==> config.mk <==
export PLATFORM = sky130hd
export DESIGN_NAME = mem_access
export DESIGN_NICKNAME = d
export VERILOG_FILES = /design/src/rtl/mem_access.sv
export SDC_FILE = /design/constraint.sdc
export NUM_CORES = 1
export LEC_CHECK = 0
export CAP_MARGIN = 20
export CORE_MARGIN = 2
export CORE_UTILIZATION = 44
export DETAILED_ROUTE_END_ITERATION = 6
export PLACE_DENSITY = 0.87
export SLEW_MARGIN = 20
export SYNTH_ARGS = -nofsm -noshare
export SYNTH_HDL_FRONTEND = slang
export SYNTH_SLANG_ARGS = --single-unit
==> constraint.sdc <==
create_clock -name clk -period 3.77 [get_ports clk]
set_input_delay 0.377 -clock clk [delete_from_list [all_inputs] [get_ports clk]]
set_output_delay 0.377 -clock clk [all_outputs]
set_load 0.005 [all_outputs]
==> src/rtl/mem_access.sv <==
// Memory stage: turns the ALU result into a RV32I load/store over a
// valid/ready request channel and a valid-only response channel. Handles
// lane steering, byte strobes, load extension and misalignment traps.
module mem_access #(
    parameter int unsigned DWIDTH = 32,
    parameter int unsigned AWIDTH = 32
) (
    input  logic              clk,
    input  logic              reset,
    input  logic              valid_i,
    input  logic [AWIDTH-1:0] addr_i,
    input  logic [DWIDTH-1:0] wdata_i,
    input  logic [2:0]        funct3_i,
    input  logic              memren_i,
    input  logic              memwen_i,
    output logic              req_valid_o,
    input  logic              req_ready_i,
    output logic              req_we_o,
    output logic [AWIDTH-1:0] req_addr_o,
    output logic [DWIDTH-1:0] req_wdata_o,
    output logic [3:0]        req_strb_o,
    input  logic              rsp_valid_i,
    input  logic [DWIDTH-1:0] rsp_data_i,
    output logic [DWIDTH-1:0] rdata_o,
    output logic              done_o,
    output logic              stall_o,
    output logic              err_o
);

    typedef enum logic [1:0] {StIdle, StReq, StWait, StDone} state_e;

    state_e            state_q, state_d;
    logic [AWIDTH-1:0] addr_q, addr_d;
    logic [DWIDTH-1:0] wdata_q, wdata_d;
    logic [2:0]        funct3_q, funct3_d;
    logic              we_q, we_d;
    logic              err_q, err_d;
    logic [DWIDTH-1:0] rdata_q, rdata_d;

    logic              is_mem;
    logic              acc_err;
    logic [DWIDTH-1:0] lane;
    logic [DWIDTH-1:0] load_fmt;
    logic [DWIDTH-1:0] store_data;
    logic [3:0]        store_strb;

    // Classify the instruction presented in IDLE and flag illegal/misaligned accesses.
    always_comb begin
        is_mem  = memren_i | memwen_i;
        acc_err = 1'b0;
        if (memren_i && memwen_i) begin
            acc_err = 1'b1;
        end else if (memren_i && (funct3_i == 3'd3 || funct3_i == 3'd6 || funct3_i == 3'd7)) begin
            acc_err = 1'b1;
        end else if (memwen_i && funct3_i > 3'd2) begin
            acc_err = 1'b1;
        end else if (funct3_i[1:0] == 2'b01 && addr_i[0]) begin
            acc_err = 1'b1;
        end else if (funct3_i[1:0] == 2'b10 && addr_i[1:0] != 2'b00) begin
            acc_err = 1'b1;
        end
    end

    // Shift the addressed byte/halfword down to bit 0 and extend per funct3.
    always_comb begin
        lane = rsp_data_i >> {addr_q[1:0], 3'b000};
        case (funct3_q)
            3'b000:  load_fmt = {{24{lane[7]}}, lane[7:0]};
            3'b001:  load_fmt = {{16{lane[15]}}, lane[15:0]};
            3'b100:  load_fmt = {24'd0, lane[7:0]};
            3'b101:  load_fmt = {16'd0, lane[15:0]};
            default: load_fmt = lane;
        endcase
    end

    // Replicate store data across lanes so the strobes alone select the bytes.
    always_comb begin
        case (funct3_q[1:0])
            2'b00: begin
                store_data = {4{wdata_q[7:0]}};
                store_strb = 4'b0001 << addr_q[1:0];
            end
            2'b01: begin
                store_data = {2{wdata_q[15:0]}};
                store_strb = 4'b0011 << addr_q[1:0];
            end
            default: begin
                store_data = wdata_q;
                store_strb = 4'b1111;
            end
        endcase
    end

    // Next-state and capture logic.
    always_comb begin
        state_d  = state_q;
        addr_d   = addr_q;
        wdata_d  = wdata_q;
        funct3_d = funct3_q;
        we_d     = we_q;
        err_d    = err_q;
        rdata_d  = rdata_q;
        case (state_q)
            StIdle: begin
                if (valid_i && is_mem) begin
                    addr_d   = addr_i;
                    wdata_d  = wdata_i;
                    funct3_d = funct3_i;
                    we_d     = memwen_i;
                    err_d    = acc_err;
                    state_d  = acc_err ? StDone : StReq;
                end
            end
            StReq: begin
                if (req_ready_i) begin
                    state_d = we_q ? StDone : StWait;
                end
            end
            StWait: begin
                if (rsp_valid_i) begin
                    rdata_d = load_fmt;
                    state_d = StDone;
                end
            end
            default: state_d = StIdle;
        endcase
    end

    // State and captured-operand registers.
    always_ff @(posedge clk or posedge reset) begin
        if (reset) begin
            state_q  <= StIdle;
            addr_q   <= '0;
            wdata_q  <= '0;
            funct3_q <= '0;
            we_q     <= 1'b0;
            err_q    <= 1'b0;
            rdata_q  <= '0;
        end else begin
            state_q  <= state_d;
            addr_q   <= addr_d;
            wdata_q  <= wdata_d;
            funct3_q <= funct3_d;
            we_q     <= we_d;
            err_q    <= err_d;
            rdata_q  <= rdata_d;
        end
    end

    // Outputs; reset gating keeps the combinational IDLE paths quiet during reset.
    always_comb begin
        req_valid_o = 1'b0;
        req_we_o    = 1'b0;
        req_addr_o  = '0;
        req_wdata_o = '0;
        req_strb_o  = 4'b0000;
        done_o      = 1'b0;
        stall_o     = 1'b0;
        err_o       = 1'b0;
        if (!reset) begin
            case (state_q)
                StIdle: begin
                    if (valid_i) begin
                        done_o  = ~is_mem;
                        stall_o = is_mem;
                    end
                end
                StReq: begin
                    req_valid_o = 1'b1;
                    req_we_o    = we_q;
                    req_addr_o  = {addr_q[AWIDTH-1:2], 2'b00};
                    req_wdata_o = we_q ? store_data : '0;
                    req_strb_o  = we_q ? store_strb : 4'b0000;
                    stall_o     = 1'b1;
                end
                StWait: stall_o = 1'b1;
                default: begin
                    done_o = 1'b1;
                    err_o  = err_q;
                end
            endcase
        end
    end

    assign rdata_o = rdata_q;

endmodule
## Word-level counts from Yosys, hierarchy flattened

Index checks and enable logic that the tools add are counted.

| storage, ports and cells | value |
|---|---|
| register bits after elaboration | 103 |
| logic and storage cells | 78 |
| output and inout port bits | 105 |
| input bits | 106 |

| cells by class | value |
|---|---|
| reductions and logical operators | 17 |
| bitwise gates (word level) | 2 |
| order comparisons | 1 |
| shift operators | 3 |
| eq/ne operators | 14 |
| multiplexer cells | 34 |

Operators with widths:

| operator | count |
|---|---|
| $mux 32 | 5 |
| $pmux 32 s4 | 1 |
| $pmux 32 s2 | 1 |
| $shr 32x5->32 | 1 |
| $mux 1 | 16 |
| $eq 3x3->1 const B | 4 |
| $mux 4 | 3 |
| $mux 2 | 4 |
| $pmux 4 s2 | 1 |
| $eq 2x1->1 const B | 3 |
| $logic_and 1x1->1 | 6 |
| $ne 2x2->1 const B | 3 |
| $pmux 2 s3 | 1 |
| $eq 2x2->1 const B | 2 |
| $logic_not 2->1 | 2 |
| $pmux 1 s2 | 2 |
| $reduce_and 2->1 | 2 |
| $shl 1x2->4 const A | 1 |
| $shl 2x2->4 const A | 1 |
| $eq 3x1->1 const B | 1 |
| $eq 3x2->1 const B | 1 |
| $gt 3x2->1 const B | 1 |
| $logic_not 3->1 | 1 |
| $reduce_and 3->1 | 1 |
| 6 further kinds | 7 |

## Logic depth before layout (Yosys ltp)

Gate-level depths: netlist (run 1).

| logic depth | value |
|---|---|
| word-level depth | 10 |
| mapped depth | 7 |
| depth with buffers taken out | 6 |

## Least setup slack after synthesis (run 1)

OpenSTA, ideal clock, no wires.

| timing path | value |
|---|---|
| kind | in2out |
| start | input reset |
| end | output err_o |
| path slack | 0.467 ns |
| path buffers | 0 |
| stages | 2 |
| required time | 3.393 ns |
| arrival time | 2.926 ns |
| cell sequence | inv_1 and3_1 |

| on the way | value |
|---|---|
| word-level cells in the longest chain between the ends | 1 |

Ends and longest elaborated chain:

| item | RTL line | RTL |
|---|---|---|
| start, declared | 9 | `input logic reset,` |
| $mux 1 | 160 | `if (!reset) begin` |
| end, declared | 27 | `output logic err_o` |

No other way between the ends.

## Final worst setup path (run 1)

| timing path | value |
|---|---|
| start | register state_q[1] |
| end | output req_wdata_o[14] |

| on the way | value |
|---|---|
| word-level cells in the longest chain between the ends | 3 |

Ends and longest elaborated chain:

| item | RTL line | RTL |
|---|---|---|
| start, declared | 32 | `state_e state_q, state_d;` |
| start signal, assigned | 132 | `state_q <= StIdle;` |
| start signal, assigned | 140 | `state_q <= state_d;` |
| $eq 2x1->1 | 161 | `case (state_q)` |
| $mux 32 | 161 |  |
| $mux 32 | 160 |  |
| end, declared | 20 | `output logic [DWIDTH-1:0] req_wdata_o,` |

No other way between the ends.

==> flow_summary.ini, run 1 <==
[critical_path]
crit_type = flip-flop to output port
crit_path_max_fanout = 29
endpoint_kind = output port
cp.arrival_ns = 2.79
required_ns = 3.39
start_kind = flip-flop
r2r_cells = 5

[yosys]
synth_top_area_share = 0.4894
synth_edf_count = 0
syn_inst = 488
ys.flop_type = dfrtp_1
synth_area_leaders = dfrtp_1 (49%), mux2_2 (16%), mux2i_1 (6.1%)
synth_seq_cells = 103
ys_types = 37
async_flop_share = 1.000
seq_area_frac_synth = 0.4894
synth_area_um2 = 5266
syn_area_per_cell_um2 = 10.79
yosys.area.top_type = dfrtp_1
ys_warn_count = 0

[die]
initial_core_util = 0.4554
core_um2 = 11560
ios = 211
die_y_um = 113.4
die_x_um = 113.4
die_area_um2 = 12860
rows = 39

[placement]
io_buffers = 208
routabilityCongestion = 0.8741
place_hpwl_um = 11800

[clock_network]
numCtsBuffers = 9
cts_max_path_buffers = 2
post-cts-setup-buffers = 0
cts_tree = done
clk_pin_slew_ns = 0.08
hold_buffers = 0
htreeDepth = 3
clkSinkCount = 103
clockRootBuffer = clkbuf_16
cts.repair.resized = 0
clk-insertion-delay-late_ns = 0.33

[final_layout]
drive_gt1_frac = 0.1577
antenna_cells = 0
final_nets = 790
area_delta_synth_final_pct = 46.69

[pwr]
power_density_nw_per_um2 = 715.7
p_leak_uw = 0.003302
irDropWorstVdd_v = 0.0003038
power_uw = 5529

[detailed_routing]
post_drt_via_cell_ratio = 5.581
drtAntennaViolNets = 0
wire_per_inst_um = 19.22
drt_iter0_drc = 376
drc = 0
firstDrtPassIters = 4
vias = 4621
drt-total-wl_um = 15920

[global_routing]
overflow = 0
track_usage = 0.2458
grt_pass1_wl_um = 24980
antenna_found_initial = 0
grt_pass1_vias = 4825
grt_max_degree = 70

[min_path]
hp-class = flip-flop to flip-flop
hold-path-cell-count = 2

[run]
cap_viol_max_count = 0

[timing]
fmax_ghz = 0.3155
worst_pin_slew_ns = 1.003
relSlewSlack = 0.3295
rsz0062_at_grt = no
min_period_over_period = 0.8409
finalSetupTns_ns = 0
period_needed_ns = 3.170
hold_slack_ns = 0.4879
drv_slew = 0
finalClockSkew_ns = 0.007106
setup_viol = 0
hold_viol = 0

[status]
status = completed
## sequential cells by signal, indices dropped and copies added, names as in the netlist
register / flops
addr_q: 32
err_q: 1
funct3_q: 3
rdata_o: 32
state_q: 2
wdata_q: 32
we_q: 1
## synthesized netlist by cell type (3+ instances only)
master,instances
and2_1,31
o21ai_0,15
mux2i_1,32
and3_1,9
a221o_1,16
a21oi_1,35
o2bb2ai_1,8
inv_1,9
nor2_1,49
mux2_2,75
clkbuf_1,18
nand2_1,39
dfrtp_1,103
buf_1,5
nor3_1,3
ha_1,4
buf_2,10
## power breakdown
| part | internal [uW] | leakage, uW | switching [uW] | total, uW |
|---|---|---|---|---|
| clock | 472 | 0.000144 | 449 | 921 |
| sequential | 1640 | 0.00124 | 395 | 2030 |
| combinational | 1400 | 0.00191 | 1170 | 2570 |
| total | 3510 | 0.00330 | 2020 | 5530 |
## cells by family (layout without fill, tap and decap cells)
logic type	Yosys count	count (layout)	share of synthesized area
and+or+nand+nor	141	141	0.1264
other	1	2	0.0007121
AOI/OAI and AO/OA	85	85	0.1091
buffers and inverters	46	242	0.03944
DFF	103	103	0.4894
muxes	108	108	0.2255
adders and majority gates	4	4	0.009504
## area by class of cell
type	count	area, um2
fill	868	3840
sequential	103	2577
multi-input combinational	340	2487
timing repair buffer	217	2150
clock buffer	9	225.2
tap	143	178.9
clock inverter	7	70.07
inverter	9	36.28
## path summary, 6_finish.rpt
kind	start	to	slack (ns)
min reg2reg	rdata_o[2]$_DFFE_PP0P_	rdata_o[2]$_DFFE_PP0P_	0.49
min	rdata_o[2]$_DFFE_PP0P_	rdata_o[2]$_DFFE_PP0P_	0.49
max	state_q[1]$_DFFE_PP0P_	req_wdata_o[14]	0.60
max in group asynchronous	reset	wdata_q[3]$_DFFE_PP0P_	2.01
min in group asynchronous	reset	state_q[1]$_DFFE_PP0P_	0.57
max reg2reg	state_q[1]$_DFFE_PP0P_	wdata_q[25]$_DFFE_PP0P_	1.47
## layout by cell type (no fill, tap or decap), drive strengths merged
cell and n:
o2bb2ai 8, nand2b 1, clkinvlp 1, dfrtp 103, inv 15, clkbuf 9, a222oi 1, o31a 1
a31oi 1, o21bai 1, o211a 1, and2 31, nand3b 2, nor4 1, mux4 1, conb 2
nand2 39, ha 4, nor2 49, or2 2, mux2i 32, o21ai 15, clkdlybuf4s50 208, a221o 16
and3 9, a21oi 35, o221a 1, buf 9, mux2 75, o211ai 1, nor3 3, a32o 1
nand3 2, nor2b 2, a211oi 2, o21a 1
## routing by layer
metal | up-vias | track usage | part of all wire
li1 | 2087 | - | -
met1 | 2249 | 0.2958 | 0.39
met2 | 260 | 0.4104 | 0.48
met3 | 25 | 0.09458 | 0.11
met4 | 0 | 0.07642 | 0.017
met5 | - | 0 | 0
## worst max-delay path, stage by stage (launching register included)
cell             delay (ns)
dfrtp_1                0.43
inv_1                  0.12
ha_1                   0.20
nor2b_2                0.17
nand2_1                0.58
a21oi_1                0.39
clkdlybuf4s50_1        0.55
## stage by stage
| stage | utilization | instance area, um2 | instances | setup slack, ns |
|---|---|---|---|---|
| floorplan | - | 5270 | 489 | 0.4671 |
| global placement | 0.6424 | 7430 | 812 | 0.8775 |
| detailed placement | 0.6424 | 7430 | 812 | 0.7839 |
| CTS | 0.6680 | 7725 | 828 | 0.6045 |
| global route | 0.6680 | 7725 | 828 | 0.4149 |
| finish | 0.6680 | 7725 | 828 | 0.6000 |
No activity file was read; power rests on OpenSTA's default activity.
==> run 2, diff against run 1 <==
==> constraint.sdc (replaced) <==
create_clock -name clk -period 3.3 [get_ports clk]
set_input_delay 0.33 -clock clk [delete_from_list [all_inputs] [get_ports clk]]
set_output_delay 0.33 -clock clk [all_outputs]
set_load 0.005 [all_outputs]
==> flow_summary.ini, run 2 (synthesis gave the netlist of run 1 again) <==
[detailed_routing]
firstDrtPassIters = 5
drt-total-wl_um = 15890
drtAntennaViolNets = 0
drt_iter0_drc = 380
wire_per_inst_um = 19.14
drc = 0
post_drt_via_cell_ratio = 5.533
vias = 4592

[pwr]
p_sw_frac = 0.3547
irDropWorstVdd_v = 0.0003899
power_density_nw_per_um2 = 814.7
pwr-share-clk = 0.165
p_switching_uw = 2241
pwr-share-comb = 0.463
power_uw = 6316
seqPwrFrac = 0.372
p_int_uw = 4076
p_leak_uw = 0.003310

[timing]
period_needed_ns = 2.944
fmax_ghz = 0.3396
rsz0062_at_grt = no
finalClockSkew_ns = 0.008034
drv_slew = 0
setup_ws_ns = 0.3557
finalSetupTns_ns = 0
setup_viol = 0
hold_viol = 0
relSlewSlack = 0.3866
min_period_over_period = 0.8922
worst_pin_slew_ns = 0.9131

[clock_network]
htreeDepth = 3
clk_pin_slew_ns = 0.07
clockRootBuffer = clkbuf_16
hold_buffers = 0
cts_max_path_buffers = 2
clkSinkCount = 103
post-cts-setup-buffers = 0
cts_tree = done
numCtsBuffers = 9
cts.repair.resized = 0
clk-insertion-delay-late_ns = 0.34

[critical_path]
slowest_stage = clkdlybuf4s50_1
worst-path-buf-inv = 3
start_kind = flip-flop
crit_path_max_fanout = 18
critPathTopFamily = buffers and inverters
endpoint_kind = output port
crit_type = flip-flop to output port
required_ns = 2.97
cp.arrival_ns = 2.61
cpPeakStageDelay_ns = 0.56
r2r_slack_ns = 0.90
worstPathCellList = inv_1 -> ha_1 -> nor2b_2 -> nand2_1 -> buf_12 -> a21oi_1 -> clkdlybuf4s50_1

[global_routing]
track_usage = 0.2494
overflow = 0
antenna_found_initial = 0
grt_max_degree = 87
grt_pass1_vias = 4827
grt_pass1_wl_um = 25050

[final_layout]
layout_commonest_cell = clkdlybuf4s50_1
layout_common_cells = clkdlybuf4s50_1 (208), dfrtp_1 (103), mux2_2 (75), nor2_1 (49), nand2_1 (39)
antenna_cells = 0
final_nets = 792
drive_gt1_frac = 0.1572
fillers = 890
area_delta_synth_final_pct = 47.21
instances_no_fill = 830

[die]
initial_core_util = 0.4554
rows = 39
die_y_um = 113.4
die_x_um = 113.4
ios = 211
die_area_um2 = 12860
core_um2 = 11560

[placement]
placed_cells = 814
place_hpwl_um = 11770
io_buffers = 208
routabilityCongestion = 0.8536
pre_cts_ws_ns = 0.5938

[run]
cap_viol_max_count = 0

[status]
status = completed

[min_path]
hp-class = primary input to asynchronous set/reset pin
## run 2: power groups by stage
| stage | registers [uW] | logic (uW) | clock network, uW |
|---|---|---|---|
| finish | 2350 | 2930 | 1040 |
| CTS | 2340 | 2940 | 1070 |
| floorplan | 2170 | 1820 | 0 |
| global placement | 2320 | 2820 | 0 |
| detailed placement | 2360 | 2910 | 0 |
| global route | 2420 | 3170 | 1130 |
## run 2: final cells by class
cell class,instances,area (um2),area share
inverter,9,36.28,0.004680
clock inverter,5,58.81,0.007586
tap,143,178.9,0.02308
sequential,103,2577,0.3325
clock buffer,11,232.7,0.03002
timing repair buffer,219,2181,0.2813
multi-input combinational,340,2487,0.3209
## run 2: final timing paths
path / end / startpoint / depth (start not counted)
worst max-delay path: req_wdata_o[11] / state_q[1]$_DFFE_PP0P_ / 7
worst min-delay path: addr_q[20]$_DFFE_PP0P_ / reset / 2
worst max register to register: rdata_o[22]$_DFFE_PP0P_ / addr_q[0]$_DFFE_PP0P_ / 5
worst min register to register: rdata_o[7]$_DFFE_PP0P_ / rdata_o[7]$_DFFE_PP0P_ / 2
max in group asynchronous: rdata_o[4]$_DFFE_PP0P_ / reset / 3
min in group clk: rdata_o[7]$_DFFE_PP0P_ / rdata_o[7]$_DFFE_PP0P_ / 2
## run 2: through the flow
step                utilization  cell area, um2  hold slack [ns]
finish                   0.6703            7752           0.3937
CTS                      0.6700            7749           0.3883
floorplan                     -            5270           0.4429
global route             0.6703            7752           0.4173
global placement         0.6448            7457           0.4633
detailed placement       0.6448            7457           0.4724
## run 2: per-layer routing
layer	up-vias	wire length, um	track usage
met1	2207	6372	0.3041
met2	254	7535	0.4148
li1	2097	-	-
met5	-	0	0
met4	0	454	0.09837
met3	34	1526	0.07811
